[src/rtl/pipe_pkg.sv]
// Shared definitions for the pipeline stage registers: per-stage bundle widths,
// ID/EX control-field layout and small helpers.
package pipe_pkg;

    localparam int unsigned IDEX_CTRL_W  = 7;
    localparam int unsigned IDEX_DATA_W  = 121;
    localparam int unsigned EXMEM_CTRL_W = 4;
    localparam int unsigned EXMEM_DATA_W = 69;
    localparam int unsigned MEMWB_CTRL_W = 2;
    localparam int unsigned MEMWB_DATA_W = 69;

    localparam int unsigned ALUOP_LSB    = 5;
    localparam int unsigned ALUSRC_BIT   = 4;
    localparam int unsigned REGWRITE_BIT = 3;
    localparam int unsigned MEMTOREG_BIT = 2;
    localparam int unsigned MEMREAD_BIT  = 1;
    localparam int unsigned MEMWRITE_BIT = 0;

    localparam logic [IDEX_CTRL_W-1:0] NOP_CTRL = '0;

    typedef struct packed {
        logic [1:0] alu_op;
        logic       alu_src;
        logic       reg_write;
        logic       mem_to_reg;
        logic       mem_read;
        logic       mem_write;
    } idex_ctrl_t;

    typedef enum logic [1:0] {
        OccEmpty = 2'd0,
        OccOne   = 2'd1,
        OccFull  = 2'd2
    } occ_e;

    function automatic logic [1:0] occ_count(input logic m_valid, input logic s_valid);
        return {1'b0, m_valid} + {1'b0, s_valid};
    endfunction

endpackage

[src/rtl/pipe_stage_skid_if.sv]
// Valid/ready handshake carrying a control bundle and a data bundle.
interface pipe_stage_skid_if
    import pipe_pkg::*;
#(
    parameter int unsigned CTRL_W = IDEX_CTRL_W,
    parameter int unsigned DATA_W = IDEX_DATA_W
) ();

    logic              valid;
    logic              ready;
    logic [CTRL_W-1:0] ctrl;
    logic [DATA_W-1:0] data;

    modport master (output valid, output ctrl, output data, input ready);
    modport slave  (input valid, input ctrl, input data, output ready);

endinterface

[src/rtl/pipe_slot.sv]
// One pipeline slot: valid + ctrl + data. Clear wins over load and keeps data,
// so an empty slot always presents a zero control bundle.
module pipe_slot
    import pipe_pkg::*;
#(
    parameter int unsigned CTRL_W = IDEX_CTRL_W,
    parameter int unsigned DATA_W = IDEX_DATA_W
) (
    input  logic              clk_i,
    input  logic              rst_n_i,
    input  logic              clear_i,
    input  logic              load_i,
    input  logic [CTRL_W-1:0] ctrl_i,
    input  logic [DATA_W-1:0] data_i,
    output logic              valid_o,
    output logic [CTRL_W-1:0] ctrl_o,
    output logic [DATA_W-1:0] data_o
);

    logic              valid_d, valid_q;
    logic [CTRL_W-1:0] ctrl_d, ctrl_q;
    logic [DATA_W-1:0] data_d, data_q;

    always_comb begin
        valid_d = valid_q;
        ctrl_d  = ctrl_q;
        data_d  = data_q;
        if (clear_i) begin
            valid_d = 1'b0;
            ctrl_d  = '0;
        end else if (load_i) begin
            valid_d = 1'b1;
            ctrl_d  = ctrl_i;
            data_d  = data_i;
        end
    end

    always_ff @(posedge clk_i or negedge rst_n_i) begin
        if (!rst_n_i) begin
            valid_q <= 1'b0;
            ctrl_q  <= '0;
            data_q  <= '0;
        end else begin
            valid_q <= valid_d;
            ctrl_q  <= ctrl_d;
            data_q  <= data_d;
        end
    end

    assign valid_o = valid_q;
    assign ctrl_o  = ctrl_q;
    assign data_o  = data_q;

endmodule

[src/rtl/pipe_stage_skid.sv]
// Generic pipeline stage register with a 2-entry skid buffer, flush, bubble
// insertion and freeze. Slot M drives the outputs, slot S absorbs one overflow.
module pipe_stage_skid
    import pipe_pkg::*;
#(
    parameter int unsigned CTRL_W = IDEX_CTRL_W,
    parameter int unsigned DATA_W = IDEX_DATA_W
) (
    input  logic                     clk_i,
    input  logic                     rst_n_i,
    input  logic                     start_i,
    input  logic                     flush_i,
    input  logic                     bubble_i,
    pipe_stage_skid_if.slave         up_if,
    pipe_stage_skid_if.master        dn_if,
    output logic [1:0]               occupancy_o
);

    logic              m_valid, s_valid;
    logic [CTRL_W-1:0] m_ctrl, s_ctrl, entry_ctrl, m_ctrl_in;
    logic [DATA_W-1:0] m_data, s_data, m_data_in;
    logic              acc, drn;
    logic              m_load, m_clear, s_load, s_clear;

    // in_ready depends only on registered state, never on downstream ready.
    assign up_if.ready = start_i & ~s_valid;
    assign dn_if.valid = start_i & m_valid;
    assign dn_if.ctrl  = m_ctrl;
    assign dn_if.data  = m_data;

    always_comb begin
        acc        = up_if.valid & up_if.ready & ~flush_i;
        drn        = dn_if.valid & dn_if.ready & ~flush_i;
        entry_ctrl = bubble_i ? '0 : up_if.ctrl;

        // S only ever refills M, and acc cannot coincide with a valid S.
        m_ctrl_in  = s_valid ? s_ctrl : entry_ctrl;
        m_data_in  = s_valid ? s_data : up_if.data;

        m_load     = (drn & s_valid) | (acc & (~m_valid | drn));
        m_clear    = flush_i | (drn & ~s_valid & ~acc);
        s_load     = acc & m_valid & ~drn;
        s_clear    = flush_i | (drn & s_valid);
    end

    pipe_slot #(
        .CTRL_W (CTRL_W),
        .DATA_W (DATA_W)
    ) u_slot_m (
        .clk_i   (clk_i),
        .rst_n_i (rst_n_i),
        .clear_i (m_clear),
        .load_i  (m_load),
        .ctrl_i  (m_ctrl_in),
        .data_i  (m_data_in),
        .valid_o (m_valid),
        .ctrl_o  (m_ctrl),
        .data_o  (m_data)
    );

    pipe_slot #(
        .CTRL_W (CTRL_W),
        .DATA_W (DATA_W)
    ) u_slot_s (
        .clk_i   (clk_i),
        .rst_n_i (rst_n_i),
        .clear_i (s_clear),
        .load_i  (s_load),
        .ctrl_i  (entry_ctrl),
        .data_i  (up_if.data),
        .valid_o (s_valid),
        .ctrl_o  (s_ctrl),
        .data_o  (s_data)
    );

    assign occupancy_o = occ_count(m_valid, s_valid);

    occ_legal_a : assert property (@(posedge clk_i) disable iff (!rst_n_i)
        (occupancy_o != 2'd3) && (!s_valid || m_valid));

endmodule
[src/flat_wrapper.sv]
// flat-port wrapper written by rule: the top's interface ports become plain ports
module pipe_stage_skid_flat import pipe_pkg::*;
#(
    parameter int unsigned CTRL_W = IDEX_CTRL_W,
    parameter int unsigned DATA_W = IDEX_DATA_W
)
  (clk_i, rst_n_i, start_i, flush_i, bubble_i, occupancy_o, up_if_valid, up_if_ctrl, up_if_data, up_if_ready, dn_if_valid, dn_if_ctrl, dn_if_data, dn_if_ready);
  pipe_stage_skid_if #(.CTRL_W(CTRL_W), .DATA_W(DATA_W)) up_if_i ();
  pipe_stage_skid_if #(.CTRL_W(CTRL_W), .DATA_W(DATA_W)) dn_if_i ();
  input  logic clk_i;
  input  logic rst_n_i;
  input  logic start_i;
  input  logic flush_i;
  input  logic bubble_i;
  output logic [1:0] occupancy_o;
  input wire logic [$bits(up_if_i.valid)-1:0] up_if_valid;
  input wire logic [$bits(up_if_i.ctrl)-1:0] up_if_ctrl;
  input wire logic [$bits(up_if_i.data)-1:0] up_if_data;
  output wire logic [$bits(up_if_i.ready)-1:0] up_if_ready;
  output wire logic [$bits(dn_if_i.valid)-1:0] dn_if_valid;
  output wire logic [$bits(dn_if_i.ctrl)-1:0] dn_if_ctrl;
  output wire logic [$bits(dn_if_i.data)-1:0] dn_if_data;
  input wire logic [$bits(dn_if_i.ready)-1:0] dn_if_ready;
  assign up_if_i.valid = up_if_valid;
  assign up_if_i.ctrl = up_if_ctrl;
  assign up_if_i.data = up_if_data;
  assign up_if_ready = up_if_i.ready;
  assign dn_if_valid = dn_if_i.valid;
  assign dn_if_ctrl = dn_if_i.ctrl;
  assign dn_if_data = dn_if_i.data;
  assign dn_if_i.ready = dn_if_ready;
  pipe_stage_skid #(.CTRL_W(CTRL_W), .DATA_W(DATA_W)) u_core (.clk_i(clk_i), .rst_n_i(rst_n_i), .start_i(start_i), .flush_i(flush_i), .bubble_i(bubble_i), .up_if(up_if_i), .dn_if(dn_if_i), .occupancy_o(occupancy_o));
endmodule
[config.mk]
export PLATFORM = sky130hd
export DESIGN_NAME = pipe_stage_skid_flat
export DESIGN_NICKNAME = d
export VERILOG_FILES = /design/src/rtl/pipe_pkg.sv /design/src/rtl/pipe_stage_skid_if.sv /design/src/rtl/pipe_slot.sv /design/src/rtl/pipe_stage_skid.sv /design/src/flat_wrapper.sv
export SDC_FILE = /design/constraint.sdc
export NUM_CORES = 1
export LEC_CHECK = 0
export CAP_MARGIN = 10
export CORE_ASPECT_RATIO = 1.1
export CORE_MARGIN = 4
export CORE_UTILIZATION = 47
export CTS_BUF_LIST = sky130_fd_sc_hd__clkbuf_4 sky130_fd_sc_hd__clkbuf_8
export CTS_CLUSTER_DIAMETER = 40
export DETAILED_ROUTE_END_ITERATION = 12
export GPL_ROUTABILITY_DRIVEN = 0
export GPL_TIMING_DRIVEN = 1
export PLACE_DENSITY_LB_ADDON = 0.25
export RECOVER_POWER = 50
export SYNTH_ARGS = -nofsm -noshare
export SYNTH_HDL_FRONTEND = slang
export SYNTH_SLANG_ARGS = --single-unit
export TNS_END_PERCENT = 5
[constraint.sdc]
create_clock -name clk_i -period 1.7 [get_ports clk_i]
set_input_delay 0.255 -clock clk_i [delete_from_list [all_inputs] [get_ports clk_i]]
set_output_delay 0.255 -clock clk_i [all_outputs]
set_load 0.01 [all_outputs]
Word level (Yosys, flattened, before mapping)
Cells that the tools add are included.
- input port bits: 135
- output and inout bits: 132
- bits in registers: 258
- logic and storage cells: 45
- $add $sub $neg: 1
- reduce and logical (&&, ||, !) cells: 4
- mux-type cells: 11
- bitwise operators: 23
- operator list (kind ; count):
    121-bit two-way mux ; 1
    7-bit two-way mux ; 6
    1-bit AND ; 12
    1-bit NOT ; 7
    1-bit two-way mux ; 4
    1-bit bitwise OR ; 4
    2-bit AND reduction ; 2
    2-bit nonzero test ; 2
    1-bit by 1-bit adder with 2-bit output ; 1

Logic depth before layout (Yosys ltp)
Gate-level depths: netlist (run 1).
- word-level depth: 9
- gate-level depth with buffers: 7
- depth with buffers taken out: 3

Modules after synthesis
Synthesis (run 1) repeated with hierarchy kept, for this count alone.
- cell total of the unflattened synthesis: 724
- area total of the unflattened synthesis: 12762.2 um^2
- modules (own cells, without submodules) (module ; cells an instance ; instances ; area an instance (um^2) ; seq. area each (um^2)):
    pipe_slot ; 282 ; 2 ; 5285.1 ; 3228.1
    pipe_stage_skid ; 160 ; 1 ; 2192.1 ; 0.0

Worst setup path before layout (run 1)
OpenSTA, ideal clock, no wires.
- kind: reg-to-reg
- start point: reg u_core.u_slot_s.valid_q, in the netlist u_core.u_slot_s.valid_o
- end point: reg u_core.u_slot_m.data_q[107], in the netlist u_core.u_slot_m.data_o[107]
- setup slack: 0.044 ns
- path buffers: 3
- cell stages (with the launch flop): 7
- arrival: 1.531 ns
- library setup time: 0.125 ns
- data required time: 1.575 ns
- clock period less this slack: 1.656 ns
- path through: dfrtp_1 -> buf_4 -> nor2_1 -> a2111oi_4 -> buf_4 -> buf_6 -> mux2_2
- cells in the longest elaborated chain, start to end: 9
- elaborated cells on any way between the ends: 14
- those cells by class: mux (1); bitwise (12); reduce/logical (1)
- ends and longest elaborated chain (item ; RTL line ; text):
    from (decl) ; pipe_slot.sv:20 ; logic valid_d, valid_q;
    from (signal assigned) ; pipe_slot.sv:44 ; valid_q <= valid_d;
    1-bit NOT ; pipe_stage_skid.sv:26, pipe_stage_skid.sv:41 ;
    1-bit AND ; pipe_stage_skid.sv:26 ; assign up_if.ready = start_i & ~s_valid;
    1-bit AND (2 in a row) ; pipe_stage_skid.sv:32 ; acc = up_if.valid & up_if.ready & ~flush_i;
    1-bit NOT ; pipe_stage_skid.sv:41 ; m_clear = flush_i | (drn & ~s_valid & ~acc);
    1-bit AND ; pipe_stage_skid.sv:41 ;
    1-bit bitwise OR ; pipe_stage_skid.sv:41 ;
    1-bit NOT (no line) ; - ;
    2-bit AND reduction (no line) ; - ;
    to (signal assigned) ; pipe_slot.sv:46 ; data_q <= data_d;
    to (decl) ; pipe_slot.sv:22 ; logic [DATA_W-1:0] data_d, data_q;
Several ways; a longest one is shown, not always the timed one.
A chain may end at the register's enable or synchronous reset.

Final worst setup path (run 1)
- start point: reg u_core.u_slot_s.valid_q, in the netlist u_core.u_slot_s.valid_o
- end point: reg u_core.u_slot_m.data_q[22], in the netlist u_core.u_slot_m.data_o[22]
The elaborated chain is that of the path after synthesis.

==> impl_results.md, run 1 <==
- Sw Pwr: 0.00436 W
- Crit end category: flop
- Worst slew pin tran: 0.865 ns
- # fillers: 1813
- Pwr Density: 1100 nW/um^2
- Post-layout util: 0.663
- Clock share of power: 0.324
- Netlist Area Pre-Place: 11300 um^2
- DRC Markers: 0
- Die Wd: 156 um
- Crit Path Category: reg2reg
- FF+latch area: 6460 um^2
- Placed Area: 14500 um^2
- Seq/Total Area, Yosys: 0.574
- Grt total ovfl: 0
- Mux share of post-synthesis cell area: 0.363
- I/O Pins: 267
- Pin count of the biggest net entering global routing: 72
- Area Growth Syn to Fin: 39.1%
- Die Ht: 170 um
- Combinational family with the most area after synthesis: multiplexers
- Slew Limit Fails: 0
- Nets: 1187
- Vias in the first global route: 7738
- Simple-gate share of the synthesized area: 0.0128
- Worst Hold Class: in2reg
- Routed WL per cell: 19.2 um
- Clk_lat worst skew: 0.53 ns
- Status: finished with violations
- Adder-Cell Fraction of Synth Area: 0.00111
- Final hold viol count: 0
- Inserted Diodes: 0
- Detailed Route WL: 26.6 mm
- Root Buffer: clkbuf_8
- Worst Setup Start Kind: flop
- Drt pass-1 iters: 4
- TritonCTS clock tree: built
- Max-cap violations: 0
- Critical Path AT: 2.30 ns
- P_int: 0.0129 W
- Synth Register Bits: 258
- Reg clk slew, reported paths: 0.06 ns
- Layout cells sized above 1: 0.469
- Unrepaired setup endpoints after global routing: yes
- Combinational power share: 0.216
- Final Cell Area: 15700 um^2
- Gate Count Post-Synth: 728
- Die area: 26500 um^2
- Share of power burned in registers: 0.460
- Failing checks: setup timing
- Final setup fails: 205
- Synthesized Nets: 864
- Slew headroom: 0.424
- Layout Cells excl Fill: 1382
- Worst-case clock buffer depth: 3
- Worst clock skew: 0.0251 ns
- Fmax: 530 MHz
- Syn_area_per_cell: 15.5 um^2
- HPWL after DPL: 17.9 mm
- Compound-Gate Fraction of Synth Area: 0.0190
- Hold_ws: 0.356 ns
- XOR/XNOR Fraction of Synth Area: 0
- Final Critical Period: 1.89 ns
- Area of the multi-input gates: 4680 um^2
- Initial antenna violation count: 0
- R2R setup slack: -0.19 ns
- Starting Density: 0.476
- CTS Sinks: 258
- DP Cell Count: 1301
- Warnings, synthesis: 0
- Avg Vias per Cell: 5.19
- Worst ir drop on vdd: 0.850 mV
- CTS HTree Levels: 2
- Total track usage: 0.194
- Vias: 7173
- Count of cell types in the netlist: 26
- Row Count: 59
- Initial drt markers: 317
- Fin worst setup slack: -0.186 ns
- Switching fraction of total power: 0.252
- Setup WS pre-CTS: -0.484 ns
- Peak fanout along the critical path: 21
- Port bufs: 266
- First-pass GRT wire length: 41.6 mm
- Final ANT Viol Nets: 0
- Final Cycle Share: 1.11
- Worst Path Required: 2.11 ns
- CTS Buf Count: 43
- Leak: 7.40 nW
- Placeable Area: 23600 um^2
==> cell families after synthesis <==
group / count (synthesis)
AND/OR/NAND/NOR: 27
buffers and inverters: 53
adder cells (fa/ha/maj): 1
flip-flops: 258
multiplexers: 363
AO/OA/AOI/OAI: 26
==> path summary, 6_finish.rpt <==
kind,startpoint,end,cells after the start
max in group asynchronous,rst_n_i,u_core.u_slot_s.data_o[106]$_DFFE_PN0P_,3
worst max-delay path,u_core.u_slot_s.valid_o$_DFFE_PN0P_,u_core.u_slot_m.data_o[22]$_DFFE_PN0P_,5
worst max register to register,u_core.u_slot_s.valid_o$_DFFE_PN0P_,u_core.u_slot_m.data_o[22]$_DFFE_PN0P_,5
worst min-delay path,up_if_ctrl[3],u_core.u_slot_s.ctrl_o[3]$_DFFE_PN0P_,3
worst min register to register,u_core.u_slot_m.data_o[62]$_DFFE_PN0P_,u_core.u_slot_m.data_o[62]$_DFFE_PN0P_,1
min in group asynchronous,rst_n_i,u_core.u_slot_s.data_o[16]$_DFFE_PN0P_,2
==> Yosys cell counts <==
| cell type | count | area share |
|---|---|---|
| a311oi_1 | 1 | 0.00078 |
| buf_2 | 25 | 0.011 |
| a21oi_1 | 1 | 0.00044 |
| or3b_2 | 1 | 0.00078 |
| a22o_1 | 7 | 0.0054 |
| dfrtp_1 | 258 | 0.57 |
| o32ai_1 | 7 | 0.0054 |
| nand2_1 | 8 | 0.0027 |
| and2_1 | 1 | 0.00056 |
| nand3_1 | 1 | 0.00044 |
| o21ai_0 | 7 | 0.0031 |
| and3_1 | 1 | 0.00056 |
| nand2b_1 | 8 | 0.0044 |
| mux2_2 | 363 | 0.36 |
| nor2b_1 | 2 | 0.0011 |
| buf_4 | 3 | 0.0020 |
| buf_6 | 13 | 0.013 |
| ha_1 | 1 | 0.0011 |
| nor3_1 | 2 | 0.00089 |
| clkbuf_1 | 4 | 0.0013 |
| inv_1 | 8 | 0.0027 |
| nand3b_1 | 1 | 0.00067 |
| a21boi_1 | 1 | 0.00067 |
| a22oi_1 | 1 | 0.00067 |
| nor2_1 | 2 | 0.00067 |
| a2111oi_4 | 1 | 0.0024 |
==> placed cells by master, fill, tap and decap left out, types with 2 or more instances in the layout <==
cell type	netlist	layout
clkdlybuf4s50_1	0	133
inv_1	8	8
dfrtp_1	258	257
clkbuf_4	0	12
mux2_2	363	321
nand3_4	0	2
a22o_1	7	7
dlygate4sd2_1	0	97
nor2_1	2	2
nand2b_1	8	8
dlymetal6s2s_1	0	31
o32ai_1	7	6
clkbuf_2	0	2
mux2_4	0	42
buf_4	3	32
clkinv_2	0	4
buf_6	13	13
buf_2	25	2
o21ai_0	7	7
nand2_1	8	8
buf_12	0	8
clkbuf_8	0	54
==> worst max-delay path, stage by stage (launching register included) <==
cell and delay [ns]:
dfrtp_4 0.48, buf_8 0.15, a2111oi_4 0.36, buf_6 0.21, buf_12 0.20, mux2_2 0.35
==> repair_timing <==
item                                    in CTS  in global routing
resized for setup                          140                 71
setup buffers                                6                  0
hold buffers                                 1                  0
endpoints found under the setup margin     350                284
gates cloned                                 2                  1
hold endpoints to repair                   258                  0
pin swaps                                    2                  3
==> through the flow <==
step	TNS [ns]	total power (W)
after floorplan	0	0.00972
after global placement	-106.20	0.0120
after detailed placement	-111.53	0.0121
after CTS	-27.90	0.0174
after global routing	-32.76	0.0182
final	-19.48	0.0173
==> cell type report <==
| class | count | area share |
|---|---|---|
| Timing Repair Buffer | 322 | 0.205 |
| Inverter | 8 | 0.00192 |
| Tap cell | 305 | 0.0244 |
| Clock buffer | 66 | 0.0532 |
| Clock inverter | 5 | 0.00320 |
| Sequential cell | 258 | 0.413 |
| Multi-Input combinational cell | 418 | 0.299 |
==> layer usage <==
layer	part of all wire	up-vias	routed length (um)	GRT usage
met3	0.054	42	1440	0.0476
met4	0.023	0	617	0.0582
met5	0	-	0	0
met1	0.42	3666	11100	0.250
met2	0.51	184	13500	0.328
li1	-	3281	-	-
==> state kept, by name (all words and copies together) (netlist names) <==
signal	count
u_core.u_slot_s.data_o	121
u_core.u_slot_s.ctrl_o	7
u_core.u_slot_m.ctrl_o	7
u_core.u_slot_m.valid_o	1
u_core.u_slot_m.data_o	121
u_core.u_slot_s.valid_o	1
==> power by group through the flow <==
stage          Combinational (W)  Sequential, W  Clock, W
2_1_floorplan            0.00144        0.00828         0
3_3_place_gp             0.00394        0.00803         0
3_5_place_dp             0.00402        0.00808         0
4_1_cts                  0.00371        0.00796   0.00576
5_1_grt                  0.00402        0.00811   0.00609
6_report                 0.00373        0.00796   0.00560
Power figures use the tool's default switching activity.
==> run 2, diff against run 1 <==
Settings changed: CAP_MARGIN 10 to not set.
==> results of run 2 <==
Same layout as run 1: the final DEF is identical, and so are final timing and power.
